`src/rtl/mult_issue_seq.sv`:
```
// mult_issue_seq: FIFO-buffered issue stage for a sequential multiplier, one operation in flight
//   clk          rising-edge clock
//   rst          asynchronous, active-low reset
//   in_valid     operand pair offered         in_ready     FIFO not full
//   in_a/in_b    operands pushed into FIFO
//   mult_load    load strobe to multiplier    mult_a/b     operands held from pop to next pop
//   mult_product multiplier result, sampled at the end of the wait window
//   out_valid    out_product holds a result   out_ready    consumer accepts result
//   out_product  captured 2*WIDTH product
//   busy         FSM not in IDLE              fifo_count   occupied FIFO entries
module mult_issue_seq #(
    parameter int WIDTH       = 6,
    parameter int DEPTH       = 4,
    parameter int LOAD_CYCLES = 1,
    parameter int MULT_CYCLES = 8
) (
    input  logic                     clk,
    input  logic                     rst,
    input  logic                     in_valid,
    output logic                     in_ready,
    input  logic [WIDTH-1:0]         in_a,
    input  logic [WIDTH-1:0]         in_b,
    output logic                     mult_load,
    output logic [WIDTH-1:0]         mult_a,
    output logic [WIDTH-1:0]         mult_b,
    input  logic [2*WIDTH-1:0]       mult_product,
    output logic                     out_valid,
    input  logic                     out_ready,
    output logic [2*WIDTH-1:0]       out_product,
    output logic                     busy,
    output logic [$clog2(DEPTH):0]   fifo_count
);
    localparam int AW   = $clog2(DEPTH);
    localparam int CMAX = LOAD_CYCLES > MULT_CYCLES ? LOAD_CYCLES : MULT_CYCLES;
    localparam int CW   = $clog2(CMAX + 1);

    typedef enum logic [1:0] {IDLE, LOAD, WAIT, HOLD} state_t;

    state_t              state, next_state;
    logic [2*WIDTH-1:0]  mem [DEPTH];
    logic [AW-1:0]       wr_ptr, rd_ptr;
    logic [CW-1:0]       cnt;
    logic                push, pop, capture;

    assign in_ready = fifo_count != (AW+1)'(DEPTH);
    assign push     = in_valid && in_ready;
    assign busy     = state != IDLE;

    // pop looks only at the registered count, so a pair pushed this cycle cannot issue until next cycle
    always_comb begin
        next_state = state;
        pop        = 1'b0;
        capture    = 1'b0;
        mult_load  = 1'b0;
        case (state)
            IDLE: begin
                pop        = fifo_count != '0;
                next_state = pop ? LOAD : IDLE;
            end
            LOAD: begin
                mult_load  = 1'b1;
                next_state = cnt == CW'(LOAD_CYCLES - 1) ? WAIT : LOAD;
            end
            WAIT: begin
                capture    = cnt == CW'(MULT_CYCLES - 1);
                next_state = capture ? HOLD : WAIT;
            end
            HOLD:    next_state = (out_valid && out_ready) ? IDLE : HOLD;
            default: next_state = IDLE;
        endcase
    end

    always_ff @(posedge clk or negedge rst) begin
        if (!rst) state <= IDLE;
        else      state <= next_state;
    end

    // phase counter restarts on every state change
    always_ff @(posedge clk or negedge rst) begin
        if (!rst) cnt <= '0;
        else      cnt <= (next_state != state) ? '0 : cnt + CW'(1);
    end

    always_ff @(posedge clk) begin
        if (push) mem[wr_ptr] <= {in_a, in_b};
    end

    always_ff @(posedge clk or negedge rst) begin
        if (!rst) begin
            wr_ptr     <= '0;
            rd_ptr     <= '0;
            fifo_count <= '0;
        end else begin
            wr_ptr     <= push ? wr_ptr + AW'(1) : wr_ptr;
            rd_ptr     <= pop ? rd_ptr + AW'(1) : rd_ptr;
            fifo_count <= fifo_count + (AW+1)'(push) - (AW+1)'(pop);
        end
    end

    always_ff @(posedge clk or negedge rst) begin
        if (!rst) begin
            mult_a      <= '0;
            mult_b      <= '0;
            out_valid   <= 1'b0;
            out_product <= '0;
        end else begin
            if (pop) {mult_a, mult_b} <= mem[rd_ptr];
            if (capture) begin
                out_valid   <= 1'b1;
                out_product <= mult_product;
            end else if (state == HOLD && out_ready) begin
                out_valid   <= 1'b0;
            end
        end
    end
endmodule

```
`config.mk`:
```
export PLATFORM = sky130hd
export DESIGN_NAME = mult_issue_seq
export DESIGN_NICKNAME = d
export VERILOG_FILES = /design/src/rtl/mult_issue_seq.sv
export SDC_FILE = /design/constraint.sdc
export NUM_CORES = 1
export LEC_CHECK = 0
export BUFFER_PORTS_ARGS = -buffer_cell sky130_fd_sc_hd__buf_2
export CORE_ASPECT_RATIO = 2
export CORE_MARGIN = 2
export CORE_UTILIZATION = 45
export CTS_CLUSTER_SIZE = 12
export DETAILED_ROUTE_END_ITERATION = 10
export PLACE_DENSITY = 0.76
export SLEW_MARGIN = 20
export SYNTH_ARGS = -nofsm -noshare
export SYNTH_HDL_FRONTEND = slang
export SYNTH_SLANG_ARGS = --single-unit
```
`constraint.sdc`:
```
create_clock -name clk -period 2.3 [get_ports clk]
set_input_delay 0.46 -clock clk [delete_from_list [all_inputs] [get_ports clk]]
set_output_delay 0.46 -clock clk [all_outputs]
set_load 0.02 [all_outputs]
```
==> key figures <==
Outcome
  • Outcome: completed

Setup path
  • Data arrival, critical path: 2.42 ns
  • Required @ worst endpoint: roughly 2.6 ns
  • CP Launch Point: fifo_count[2]$_DFF_PN0_
  • Worst Reg2Reg Path Length in Cells: 9
  • Reg2Reg Setup Slack: roughly 0.13 ns
  • CP Class: reg2reg
  • Crit end category: flop
  • Worst-path fanout max: 4
  • Launch point of the worst reg-to-reg path: fifo_count[2]$_DFF_PN0_
  • Nature of the critical path startpoint: flop
  • Reg2reg end: fifo_count[2]$_DFF_PN0_

Synth
  • Sequential share of the synthesized area: 0.683
  • Distinct cell type count after synthesis: 35
  • Synth warn: 0
  • Post-synth ARST share: 0.442
  • Avg Cell Area, Syn: approximately 19 um2
  • Seq cells post-synth: 86
  • Post-synth EDFFs: 48
  • Mapped Area: 0.00350 mm2
  • Syn_nets: around 220
  • Cells after synthesis: around 190
  • Top FF cell, synth: edfxtp_1

Detailed routing
  • Drt total wl: between 5000 and 6000 um
  • Iter 0 DRT Violations: roughly 110
  • Pre-antenna DRT Iters: 4
  • Routed Antenna Nets: 0
  • Vias: 1824
  • # DRC: 0
  • Vias per inst: between 5 and 6
  • Wirelength per Cell: 16.0 um

Clock tree
  • CTS Sinks: 86
  • CTS H-tree depth: 3
  • CTS tree: done
  • Bufs on Longest Clock Path: 2
  • CTS buffer count: 9
  • Worst-path clk slew: around 0.060 ns
  • Root buffer cell: clkbuf_16
  • Clk_lat worst skew: approximately 0.34 ns
  • Hold-fix buffer count after cts: 0

Layout
  • Most common cell after layout, fill and taps aside: buf_2
  • Multi-input logic area: 0.00103 mm2
  • # diodes: 0
  • Fillers: 607
  • Fin nets: roughly 300
  • Design Area, Final: between 0.004 and 0.005 mm2
  • Commonest non-fill, non-tap cells in the layout: buf_2 (58), edfxtp_1 (48), dfrtp_1 (36)
  • Layout cells sized above 1: 0.492
  • Register area: 0.00239 mm2
  • Area growth syn-to-layout: 21.2%
  • Final Util: 0.562
  • Final Non-Filler Cells: roughly 360

Timing
  • Final min period: 2.17 ns
  • Final slew viol count: 0
  • RSZ-0062 raised after global routing: false
  • Max-slew headroom: 0.615
  • Worst slew pin tran: just under 0.6 ns
  • Fin. Hold Viols: 0
  • Ratio of final minimum period to clock period: 0.943
  • Setup tns final: 0 ns
  • Final setup vio count: 0
  • Max Fclk: about 460 MHz
  • Clock Skew: roughly 0.0068 ns

Job
  • Max cap viols: 0

Power and ir drop
  • Max VDD drop: 632 uV
  • Total Power: between 6 and 7 mW
  • P_leak: between 1.5 and 2 nW
  • Pwr/cell area: between 1000 and 1500 mW/mm2

GRT
  • Initial antenna violation count: 0
  • First-pass GRT wire length: 9030 um
  • Grt total ovfl: 0
  • Vias in the first global route: roughly 1800
  • Overall global routing resource usage: 0.150
  • Pin count of the biggest net entering global routing: 27

Floorplan
  • Core area: roughly 0.0075 mm2
  • Die width: 66.4 um
  • Initial Util: 0.464
  • Die height: 129 um
  • Die area: about 0.0085 mm2
  • IO Count: slightly below 60
  • Row count: 45

Placement
  • Final Wtd Congestion: 0.743
  • Post-DP HPWL: ~4000 um
  • Placed Area: ~0.0039 mm2
  • Port Buf Inserts: 58
  • Placed cells: ~340

Worst hold path
  • HP Class: in2async
[through the flow]
stage	worst slack, ns	hold WS [ns]
after floorplan	0.0284	0.164
after global placement	0.137	0.481
after detailed placement	0.0645	0.490
after CTS	0.0523	0.132
after global routing	0.00691	0.167
final	0.131	0.122
[sequential cells by signal (all words and copies together) (netlist names)]
register / count
wr_ptr: 2
mult_b: 6
mem: 48
mult_a: 6
rd_ptr: 2
cnt: 4
fifo_count: 3
out_valid: 1
out_product: 12
state: 2
[metal layers]
layer	share of wire	routed length (um)	vias up	global-route usage
li1	-	-	843	-
met1	0.39	2210	928	0.155
met2	0.54	3100	45	0.256
met3	0.046	265	8	0.0551
met4	0.023	131	0	0.0792
met5	0	0	-	0
[synthesized netlist by cell type (2+ instances only)]
master	count	area, um2
edfxtp_1	48	1440
dfrtp_1	38	951
mux2_2	16	180
inv_1	10	37.5
mux2_4	9	135
ha_1	8	100
mux4_2	8	180
and3_2	4	30.0
buf_6	4	45.0
mux4_1	4	105
xor2_1	4	35.0
nand3_1	3	15.0
nor3_1	3	15.0
xnor2_1	3	26.3
nand2_1	2	7.51
nor3b_1	2	15.0
o21ai_0	2	10.0
[where the power goes]
part	internal [mW]	switching [mW]	leakage (nW)
clock	0.948	0.556	0.152
combinational	0.992	1.01	0.714
sequential	2.17	0.335	0.886
[worst max-delay path by stage]
stage,end,slack [ns],cells after the start
finish,fifo_count[2]$_DFF_PN0_,0.13,9
global route,fifo_count[2]$_DFF_PN0_,0.007,9
CTS,fifo_count[2]$_DFF_PN0_,0.05,9
detailed placement,fifo_count[2]$_DFF_PN0_,0.06,9
global placement,fifo_count[2]$_DFF_PN0_,0.14,9
floorplan,fifo_count[2]$_DFF_PN0_,0.03,9
[kinds of logic (layout without fill, tap and decap cells)]
logic type	after synthesis	in the layout	share of synthesized area
compound gates	7	7	0.0139
xor+xnor	7	7	0.0175
fa+ha+maj	9	9	0.0343
buf+inv	16	92	0.0261
flops	86	86	0.683
mux	37	37	0.172
simple gates	24	24	0.0533
[layout make-up]
type,count,area share
Sequential cell,86,0.564
Multi-Input combinational cell,84,0.242
Timing Repair Buffer,66,0.0826
Clock buffer,10,0.0540
Tap cell,94,0.0277
Clock inverter,6,0.0203
Inverter,10,0.00885
[repair_timing]
action | 4_1_cts | 5_1_grt
endpoints found under the setup margin | 0 | 1
gates resized for setup | 0 | 2
setup buffers | 0 | 4
[critical path, cell delays in order (launching register included)]
cell	delay (ns)
dfrtp_2	0.42
buf_4	0.14
nor3_4	0.30
nor2_8	0.04
ha_1	0.27
inv_1	0.04
ha_1	0.18
fa_2	0.35
xor2_2	0.16
xnor2_1	0.17
Note: power is estimated with default switching activity, not from simulation.
